File: src/rtl/dmem_access_unit.sv
// dmem_access_unit: executes one load/store command against a word-addressed
// data memory over a req/ack handshake with a timeout. Stores are aligned and
// byte-enabled. Load data is extracted, then sign- or zero-extended. Exactly
// one response is returned per accepted command.
module dmem_access_unit #(
    parameter int TIMEOUT = 255,
    parameter int TO_W    = 8
) (
    input  logic        clk,
    input  logic        rst,
    input  logic        cmd_valid,
    output logic        cmd_ready,
    input  logic [4:0]  cmd_op,
    input  logic [31:0] cmd_addr,
    input  logic [31:0] cmd_wdata,
    output logic        rsp_valid,
    output logic [31:0] rsp_rdata,
    output logic        rsp_err,
    output logic        mem_req,
    output logic        mem_we,
    output logic [3:0]  mem_be,
    output logic [31:0] mem_addr,
    output logic [31:0] mem_wdata,
    input  logic        mem_ack,
    input  logic [31:0] mem_rdata
);

    localparam logic [4:0] OP_LB  = 5'b01010;
    localparam logic [4:0] OP_LH  = 5'b01011;
    localparam logic [4:0] OP_LW  = 5'b01100;
    localparam logic [4:0] OP_LBU = 5'b01101;
    localparam logic [4:0] OP_LHU = 5'b01110;
    localparam logic [4:0] OP_SB  = 5'b01111;
    localparam logic [4:0] OP_SH  = 5'b10000;
    localparam logic [4:0] OP_SW  = 5'b10001;

    typedef enum logic [1:0] {
        IDLE,
        ACCESS,
        RESP
    } state_e;

    state_e          state;
    state_e          state_nxt;
    logic [TO_W-1:0] to_cnt;
    logic [4:0]      op_q;
    logic [1:0]      off_q;

    logic            cmd_fire;
    logic            cmd_ok;
    logic            cmd_legal;
    logic            cmd_misaligned;
    logic            cmd_store;
    logic [3:0]      fmt_be;
    logic [31:0]     fmt_wdata;
    logic            timeout_hit;
    logic            op_is_load;
    logic [31:0]     shifted;
    logic [31:0]     load_data;

    // cmd_ready is registered, so it stays low during reset and rises one cycle after release.
    assign cmd_fire    = cmd_valid & cmd_ready;
    assign cmd_ok      = cmd_legal & ~cmd_misaligned;
    assign timeout_hit = (to_cnt == TO_W'(TIMEOUT - 1));
    assign op_is_load  = (op_q == OP_LB) || (op_q == OP_LH) || (op_q == OP_LW) ||
                         (op_q == OP_LBU) || (op_q == OP_LHU);

    // Decode the incoming command: legality, alignment and store lane formatting.
    always_comb begin
        // NOTE: every signal gets a default first, so no path holds a stale value and no latch is inferred.
        cmd_legal      = 1'b1;
        cmd_misaligned = 1'b0;
        cmd_store      = 1'b0;
        fmt_be         = 4'b1111;
        fmt_wdata      = cmd_wdata;
        case (cmd_op)
            OP_LB, OP_LBU: ;
            OP_LH, OP_LHU: cmd_misaligned = cmd_addr[0];
            OP_LW:         cmd_misaligned = |cmd_addr[1:0];
            OP_SB: begin
                cmd_store = 1'b1;
                fmt_be    = 4'b0001 << cmd_addr[1:0];
                fmt_wdata = {4{cmd_wdata[7:0]}};
            end
            OP_SH: begin
                cmd_store      = 1'b1;
                cmd_misaligned = cmd_addr[0];
                fmt_be         = cmd_addr[1] ? 4'b1100 : 4'b0011;
                fmt_wdata      = {2{cmd_wdata[15:0]}};
            end
            OP_SW: begin
                cmd_store      = 1'b1;
                cmd_misaligned = |cmd_addr[1:0];
            end
            default: cmd_legal = 1'b0;
        endcase
    end

    // Extract the addressed byte/half/word from the returned memory word and extend it.
    always_comb begin
        shifted   = mem_rdata >> {off_q, 3'b000};
        load_data = shifted;
        case (op_q)
            OP_LB:   load_data = {{24{shifted[7]}}, shifted[7:0]};
            OP_LBU:  load_data = {24'h0, shifted[7:0]};
            OP_LH:   load_data = {{16{shifted[15]}}, shifted[15:0]};
            OP_LHU:  load_data = {16'h0, shifted[15:0]};
            default: load_data = shifted;
        endcase
    end

    // Next-state logic. A late ack wins over the timeout in the final cycle.
    always_comb begin
        state_nxt = state;
        case (state)
            IDLE:    if (cmd_fire) state_nxt = cmd_ok ? ACCESS : RESP;
            ACCESS:  if (mem_ack || timeout_hit) state_nxt = RESP;
            RESP:    state_nxt = IDLE;
            default: state_nxt = IDLE;
        endcase
    end

    // State register.
    always_ff @(posedge clk or posedge rst) begin
        // NOTE: sequential state uses non-blocking assignments so every flop samples pre-edge values.
        if (rst) state <= IDLE;
        else     state <= state_nxt;
    end

    // Timeout counter: counts unacknowledged ACCESS cycles and sits at zero elsewhere.
    always_ff @(posedge clk or posedge rst) begin
        if (rst)                              to_cnt <= '0;
        else if (state == ACCESS && !mem_ack) to_cnt <= to_cnt + 1'b1;
        else                                  to_cnt <= '0;
    end

    // Registered outputs and the latched command, all driven from the next-state decision.
    always_ff @(posedge clk or posedge rst) begin
        if (rst) begin
            cmd_ready <= 1'b0;
            mem_req   <= 1'b0;
            mem_we    <= 1'b0;
            mem_be    <= 4'b0000;
            mem_addr  <= '0;
            mem_wdata <= '0;
            rsp_valid <= 1'b0;
            rsp_rdata <= '0;
            rsp_err   <= 1'b0;
            op_q      <= '0;
            off_q     <= '0;
        end else begin
            cmd_ready <= (state_nxt == IDLE);
            mem_req   <= (state_nxt == ACCESS);
            rsp_valid <= (state_nxt == RESP);
            rsp_rdata <= '0;
            rsp_err   <= 1'b0;
            if (state == IDLE && cmd_fire) begin
                op_q      <= cmd_op;
                off_q     <= cmd_addr[1:0];
                mem_we    <= cmd_store;
                mem_be    <= fmt_be;
                mem_addr  <= {cmd_addr[31:2], 2'b00};
                mem_wdata <= fmt_wdata;
                rsp_err   <= ~cmd_ok;
            end
            if (state == ACCESS) begin
                if (mem_ack)          rsp_rdata <= op_is_load ? load_data : 32'h0;
                else if (timeout_hit) rsp_err   <= 1'b1;
            end
        end
    end

endmodule

File: config.mk
export PLATFORM = sky130hd
export DESIGN_NAME = dmem_access_unit
export DESIGN_NICKNAME = d
export VERILOG_FILES = /design/src/rtl/dmem_access_unit.sv
export SDC_FILE = /design/constraint.sdc
export NUM_CORES = 1
export LEC_CHECK = 0
export ABC_AREA = 1
export BUFFER_PORTS_ARGS = -buffer_cell sky130_fd_sc_hd__buf_4
export CAP_MARGIN = 40
export CORE_MARGIN = 2
export CORE_UTILIZATION = 53
export DETAILED_ROUTE_END_ITERATION = 7
export HOLD_SLACK_MARGIN = 0.12
export PLACE_DENSITY = 0.85
export SYNTH_ARGS = -nofsm -noshare
export SYNTH_HDL_FRONTEND = slang
export SYNTH_SLANG_ARGS = --single-unit
export TNS_END_PERCENT = 5
File: constraint.sdc
create_clock -name clk -period 11.8 [get_ports clk]
set_clock_uncertainty 0.2 [all_clocks]
set_input_delay 1.18 -clock clk [delete_from_list [all_inputs] [get_ports clk]]
set_output_delay 1.18 -clock clk [all_outputs]
set_load 0.01 [all_outputs]
==> results by stage, run 1 <==
Clock tree:
- The deepest level of the CTS H-tree is 4.
- Clock tree synthesis selected as its root buffer the cell clkbuf_8.
- The post-CTS setup buffer count is 0.
- TritonCTS built the clock tree.
- The number of clock buffers inserted by TritonCTS is 17.
- The post-cts hold buffer count is 0.
- Clock latency on the worst-skew pair, taken at its later pin, is 510 ps.
- Counting along the longest clock path gives a buffer depth of 2.
- The TritonCTS sink count is 120.
- After clock tree synthesis, the clock-pin slew on the worst setup and hold paths is around 60 ps.
- Gates resized during post-CTS repair numbered 0.

Routing:
- The count of unresolved DRC violations after routing is 0.
- The via count is 5491.
- The final layout contains routed wiring with a total length of 15540 um.
- In the routed layout, each cell is associated on average with a via count of between 5 and 6.
- The remaining antenna violation count is 0.
- The first detailed-routing pass took 7 iterations.
- The mean routed wirelength per cell is ~15 um.
- The number of DRC violations after detailed-routing iteration 0 is 320.

Hold path:
- The hold-critical path depth is 1.
- The min-delay analysis places its worst path in the category flip-flop to flip-flop.

Floorplanning:
- The die height is about 110 um.
- The floorplan step set the die width to 106.8 um.
- The floorplan step defined a core boundary enclosing 0.01028 sq mm.
- The number of I/O pins is 210.
- Once the floorplan was initialized, standard cells occupied 54.46% of the core.
- The die covers roughly 0.011 sq mm.
- The initialized floorplan defines 37 standard-cell rows.

Outcome:
- The flow ran to the end, and the final reports show no timing, DRC or antenna violations.

Global route:
- The initial antenna violation count is 0.
- The first global-routing pass estimated 24900 um of wire.
- Global routing used 28.15% of the available tracks across all layers.
- After global routing the overflow that remains totals 0.
- The maximum number of pins on one net before global-route repair is 94.
- The via count of the first global-routing pass is 5317.

Worst setup path:
- The depth of the worst register-to-register path is 7.
- At the worst endpoint, the required time is 11980 ps.
- The worst setup path is captured at a flip-flop.
- The maximum net fanout on the critical path is 93.
- The setup path with the least slack is of type input pin to flip-flop.
- STA classifies the critical path startpoint as an input pin.
- The arrival time of data at the critical path endpoint is 3260 ps.

Final layout:
- Of the cells placed in the final design, the portion with a size suffix greater than 1 is ~29%.
- The final-layout fill cell count is 736.
- The synthesis-to-layout area growth is 39.53%.
- The non-filler instance count after layout is 1050.
- Cells fill approximately three quarters of the core in the end.
- The final net count is 1008.
- The post-route cell area is 0.007809 sq mm.
- The antenna cell count is 0.

Power:
- The highest ir drop seen on vdd is 0.1282 mV.
- The total design power is 1647 uW.
- The power per unit of standard cell area is 210.9 mW/mm^2.
- The analysis attributes to cell leakage a power of 0.004269 uW.

Timing:
- At the pin with the least slew margin, the transition time is 835.9 ps.
- The final-report max-slew violation count was 0.
- The worst path in the final design needs a cycle of 3076 ps, including I/O delays and setup.
- The final hold violation count is 0.
- The worst path uses 26.07% of the clock period.
- The highest clock rate is between 300 and 400 MHz.
- Headroom to the max-slew limit came out at 44.27%.
- Setup repair after global routing left no endpoint under its margin.
- Summed over all failing endpoints, the final setup total negative slack is 0 ps.
- Setup violations remaining at the end of the flow were counted as 0.

Place:
- The total half-perimeter wirelength after legalization and detailed placement is 11330 um.
- Input and output buffers added on the ports amount to 207.
- The count of placed standard cells including taps is approximately 1000.
- Summing all placed instances gives a cell area of 0.007219 sq mm.
- The congestion estimate from routability-driven global placement came to around 0.84.

Synth:
- Counting instances in the post-synthesis netlist gives the leading cell types as 232 x nand2_1, 120 x dfrtp_1, 77 x o21ai_0.
- The average footprint of a synthesized cell is 7.950 sq um.
- The fraction of post-synthesis cell area in the top cell type by area is about 54%.
- The cell area that synthesis handed to floorplanning was 0.005597 sq mm.
- Of all cell types, the one taking the most synthesized area is dfrtp_1.
- For this run, the leading register cell type out of synthesis is dfrtp_1.
- In this run, distinct cell masters in the synthesized netlist total 32.
- For this run, asynchronously set or reset flops after synthesis account for 100.0%.
- During synthesis, Yosys emitted a total of 0 warnings.
- The share of the yosys chip area belonging to registers is 53.66%.
- After synthesis the netlist holds a flip-flop and latch count of 120.
- After synthesis, the cell types taking the most area are dfrtp_1 54%, nand2_1 16%, o21ai_0 6.9%, inv_1 4.3%, nand3_1 3.9%.
- The number of enable-type register cells in the synthesized netlist is 0.
- Among all cell types in the netlist, the one instantiated most often is nand2_1.
- The post-synthesis cell count is ~700.

Run:
- Max-cap violations in this run came to 0.
==> cell families (layout without fill, tap and decap cells) <==
group                    count (synthesis)  in the layout  synth area share (%)
AO/OA/AOI/OAI                          124            124                 11.38
adder cells (fa/ha/maj)                  2              2                0.4471
buffers and inverters                  103            312                 7.869
flip-flops                             120            120                 53.66
other                                    1              2               0.06700
AND/OR/NAND/NOR                        354            354                 26.58
==> layer usage <==
layer | vias up | GRT usage (%) | routed length [um] | share of wire (%)
met5 | - | 0 | 0 | 0
met4 | 0 | 11.04 | 325 | 2.1
met3 | 30 | 9.422 | 1411 | 9.1
met2 | 267 | 47.82 | 7757 | 50
met1 | 2575 | 32.98 | 6044 | 39
li1 | 2619 | - | - | -
==> cell usage in the layout, fill, tap and decap left out, types with 2 or more instances in the layout <==
cell,netlist,routed
a21oi_1,31,31
and3_1,2,2
buf_16,0,2
buf_4,4,210
bufinv_16,0,2
clkbuf_16,0,16
clkbuf_8,0,3
clkinv_4,0,5
clkinvlp_4,0,4
conb_1,1,2
dfrtp_1,120,120
ha_1,2,2
inv_1,64,63
inv_2,3,3
nand2_1,232,232
nand3_1,44,44
nand3_2,2,2
nand4_1,6,6
nor2_1,51,51
nor2_2,9,9
nor2_4,3,3
nor3_1,2,2
o21ai_0,77,77
o21ai_1,10,10
o31ai_1,2,2
==> state kept, by name (all words and copies together), names as in the netlist, 2 cells and up <==
register,count
mem_addr,30
mem_be,4
mem_wdata,32
off_q,2
op_q,5
rsp_rdata,32
state,2
to_cnt,8
==> per-stage QoR <==
step | hold WS [ps] | setup slack, ps
final | 251.1 | 8724
after global routing | 281.2 | 8590
after CTS | 250.6 | 8792
after detailed placement | 245.8 | 8260
after global placement | 234.7 | 8319
after floorplan | 223.2 | 7234
==> final cells by class <==
class / instances / area, sq um / area share, %
clock buffer: 19 / 441.7 / 5.656
clock inverter: 13 / 147.6 / 1.891
inverter: 68 / 257.7 / 3.301
multi-input combinational: 482 / 2157 / 27.62
sequential: 120 / 3003 / 38.46
tap: 136 / 170.2 / 2.179
timing repair buffer: 212 / 1632 / 20.89
==> worst max-delay path, stage by stage <==
cell	delay [ps]
buf_4	110
nand4_1	80
buf_4	640
inv_1	520
buf_4	400
nand2_1	150
o21ai_0	110
==> path summary, 6_finish.rpt <==
kind | startpoint | endpoint | slack (ps)
min in group asynchronous | rst | rsp_rdata[6]$_DFF_PP0_ | 460
max | cmd_valid | rsp_err$_DFF_PP0_ | 8720
min | state[0]$_DFF_PP0_ | cmd_ready$_DFF_PP0_ | 250
max in group asynchronous | rst | to_cnt[4]$_DFF_PP0_ | 9920
max reg2reg | state[1]$_DFF_PP0_ | rsp_err$_DFF_PP0_ | 9100
min reg2reg | state[0]$_DFF_PP0_ | cmd_ready$_DFF_PP0_ | 250
==> where the power goes <==
group          switching [uW]  total (uW)  leakage, uW  internal [uW]
registers                83.2         599      0.00154            515
clock network             191         504     0.000277            313
logic                     307         544      0.00246            237
No activity file was read; power rests on OpenSTA's default activity.
==> run 2: changes to the inputs <==
--- a/config.mk
+++ b/config.mk
@@ -9,10 +9,10 @@
 export BUFFER_PORTS_ARGS = -buffer_cell sky130_fd_sc_hd__buf_4
 export CAP_MARGIN = 40
 export CORE_MARGIN = 2
-export CORE_UTILIZATION = 53
+export CORE_UTILIZATION = 49
 export DETAILED_ROUTE_END_ITERATION = 7
 export HOLD_SLACK_MARGIN = 0.12
-export PLACE_DENSITY = 0.85
+export PLACE_DENSITY = 0.8
 export SYNTH_ARGS = -nofsm -noshare
 export SYNTH_HDL_FRONTEND = slang
 export SYNTH_SLANG_ARGS = --single-unit
==> constraint.sdc (replaced) <==
create_clock -name clk -period 3.1 [get_ports clk]
set_clock_uncertainty 0.2 [all_clocks]
set_input_delay 0.31 -clock clk [delete_from_list [all_inputs] [get_ports clk]]
set_output_delay 0.31 -clock clk [all_outputs]
set_load 0.01 [all_outputs]
==> run 2 against run 1 <==
Effect of this change: clock-buffer cell count did not move; cell count is 10% higher; sequential power increased to 3.8 times the previous value; first-iteration DRC count rose by 48%; combinational power grew to 4.2 times the previous value; register-to-register slack got worse by 8300 ps; critical endpoint is now mem_wdata[17]$_DFFE_PP0P_; critical path depth grew 2; worst hold slack got worse by 100 ps.
==> results by stage, run 2 (synthesized netlist as in run 1, its figures left out) <==
Outcome:
- The flow ran to the end, and the final reports show no timing, DRC or antenna violations.

Clock tree:
- The TritonCTS sink count is 120.
- The number of buffers on the longest clock path is 2.
- Clock tree synthesis inserted a total of 17 buffers.
- The deepest level of the CTS H-tree is 4.
- The clock root buffer master is clkbuf_16.
- Clock-pin slew was measured on the worst setup and hold paths at 60 ps.
- TritonCTS built the clock tree.
- Buffers added to address setup during post-CTS repair amount to 0.
- The clock latency on the worst-skew pair is a little over 400 ps.

Routing:
- The mean routed wirelength per cell is 15.72 um.
- The total wirelength of the detailed-routed design is between 15000 and 20000 um.
- In the routed design, unresolved DRC markers number 0.
- The number of DRC violations after detailed-routing iteration 0 is 474.
- The detail route stage leaves a number of antenna-violating nets equal to 0.
- The via count normalized by instance count is just over 5.
- Summing over every cut layer, the via total after detailed routing is 5984.
- The first-pass iteration count of the detailed router is 6.

Global route:
- The overall track demand over capacity in global routing is about 30%.
- The via count of the first global-routing pass is 5996.
- Entering global routing, the biggest net connects 121 pins.
- The initial antenna violation count is 0.
- The remaining global-route overflow is 0.
- The global-route wire length before repair is 29530 um.

Power:
- In this run, the clock network consumes 28.5% of the power.
- The net switching power of the design is 2313 uW.
- The combinational group share of total power is 35.7%.
- For this design the ratio of total power to cell area is 725.1 mW/mm^2.
- Net switching is between 30% and 40% of the power.
- The internal portion of the total power is slightly above 4000 uW.
- The analysis attributes to cell leakage a power of approximately 0.0046 uW.
- IR analysis of the VDD net gives a maximum drop of 0.4428 mV.
- The sequential share of power is between 30% and 40%.

Place:
- Routability-driven placement finished with a final weighted congestion of between 0.9 and 1.
- The count of buffers inserted at the top-level ports is 207.
- The total half-perimeter wirelength after legalization and detailed placement is 10570 um.
- In this run the cell area measured after placement is a little over 0.007 sq mm.

Hold path:
- Along the worst hold path, the cell count comes to 5.
- The sink of the worst hold path is rsp_rdata[23]$_DFF_PP0_.
- The class of the tightest hold or removal check is input pin to flip-flop.
- The startpoint identified for the worst hold timing path is mem_rdata[23].

Worst setup path:
- Counting cells, the worst reg-to-reg path comes to 7.
- The worst setup path is launched from an input pin.
- STA classifies the critical path endpoint as a flip-flop.
- For flop-to-flop paths, the worst setup slack is 760 ps.
- Counting both buffers and inverters, the worst setup path holds a total of 3.
- The arrival time of data at the critical path endpoint is 3040 ps.
- The signal on the critical path passes through dlygate4sd3_1, buf_4, nor2_1, nand4_1, nand2_8, a21oi_1, o21ai_0, dlygate4sd3_1, nand2_1.
- The cell type group with the largest total delay on the critical path is buffers and inverters.
- The cell that appears most often on the critical path is dlygate4sd3_1.
- The maximum net fanout on the critical path is 34.
- The slowest stage cell on the critical path is dlygate4sd3_1.
- The critical path is of the input pin to flip-flop type.
- In this design, the stage delay of the slowest critical-path cell is 570 ps.
- The reg-to-reg endpoint is mem_wdata[17]$_DFFE_PP0P_.
- In this run the critical register-to-register path is launched from state[0]$_DFF_PP0_.
- The data required time of the critical path is 3210 ps.

Final layout:
- From synthesis to final layout, the design area changed by 56.49%.
- Of the cells placed in the final design, the portion with a size suffix greater than 1 is 26.26%.
- The final net count is 1107.
- The repair_antennas step left the layout with diodes totalling 0.
- The post-route cell area is 0.008758 sq mm.
- The top cell types in the final layout, fill and taps aside, are 232 x nand2_1, 211 x buf_4, 120 x dfrtp_1.
- The most common library cell in the layout ignoring fill and taps is nand2_1.
- The largest registers in the layout are mem_wdata (32), rsp_rdata (32), mem_addr (30).

Floorplanning:
- From bottom edge to top edge, the die measures 110.9 um.
- After floorplanning, the core was divided into 39 placement rows.
- The die span in x is 110.9 um.
- Pin placement for this block handled 210 I/O pins.
- The initial core utilization is around half.
- The full die area is 0.01229 sq mm.
- The core area is 0.01127 sq mm.

Timing:
- After layout, the worst path uses roughly 94% of the clock period.
- Setup repair after global routing left no endpoint under its margin.
- The smallest clock period supported by the final layout is computed as 2928 ps.
- Derived from the worst setup path, the maximum achievable clock frequency is 341.5 MHz.
- The headroom to the max-slew limit is 42.06%.
- For the pin with the worst max-slew slack, the measured transition is a little under 900 ps.
- The total negative slack for setup checks is 0 ps.
- Setup violations remaining at the end of the flow were counted as 0.
- The final hold violation count was 0.
- The final-report max-slew violation count came to 0.

Run:
- The reported max-cap violation count is 0.
[run 2: cell types whose count changed in the layout (fill, tap and decap cells not counted), sizes merged]
| cell | delta |
|---|---|
| bufinv | -2 |
| clkinvlp | +3 |
| dlygate4sd3 | +99 |
| inv | -1 |
[run 2: area by class of cell]
type / instances / area, sq um
inverter: 68 / 259.0
sequential: 120 / 3003
tap: 143 / 178.9
fill: 696 / 2514
multi-input combinational: 482 / 2171
clock buffer: 19 / 452.9
timing repair buffer: 311 / 2595
clock inverter: 13 / 98.84
[run 2: power by group through the flow]
stage	clock network (uW)	logic (uW)	registers, uW
6_report	1810	2270	2270
5_1_grt	1910	2500	2300
4_1_cts	1830	2210	2240
3_5_place_dp	0	2060	2240
3_3_place_gp	0	2020	2250
2_1_floorplan	0	1010	2370
[run 2: layer usage]
layer  share of wire [%]  GRT usage (%)  vias up
met5                   0              0        -
met4                 3.1          13.67        0
met3                 9.8          9.787       55
met2                  48          48.55      350
met1                  39          37.50     2766
li1                    -              -     2813
[run 2: worst register-to-register path: cells and delay by family, from the launching register on]
family	cells	cell delay, ps
AND/OR/NAND/NOR	2	160
buffers and inverters	3	1310
AO/OA/AOI/OAI	2	240
flip-flops	1	340
[run 2: per-stage QoR]
stage,power [uW],std cells,setup slack [ps],hold slack [ps],utilization [%]
floorplan,3381,705,1121,219.6,-
global placement,4266,1025,828.3,234.9,63.89
detailed placement,4304,1025,773.3,248.0,63.89
CTS,6277,1156,178.0,127.0,77.58
global route,6712,1156,8.683,165.2,77.70
finish,6351,1156,171.6,149.9,77.70
[run 2: worst max-delay path by stage]
stage                         start                   endpoint  slack [ps]  cells past startpoint
after floorplan                 rst        cmd_ready$_DFF_PP0_        1120                      1
after global placement    cmd_op[0]      mem_be[0]$_DFFE_PP0P_         830                      7
after detailed placement  cmd_op[0]      mem_be[3]$_DFFE_PP0P_         770                      7
after CTS                 cmd_op[0]  mem_wdata[23]$_DFFE_PP0P_         180                      9
after global routing      cmd_op[0]  mem_wdata[17]$_DFFE_PP0P_           9                      9
final                     cmd_op[0]  mem_wdata[17]$_DFFE_PP0P_         170                      9
[run 2: repair_timing]
action                                  in CTS  in global routing
endpoints found under the setup margin       0                  7
gates resized for setup                      0                  2
hold endpoints to repair                   215                  0
hold buffers                                99                  0
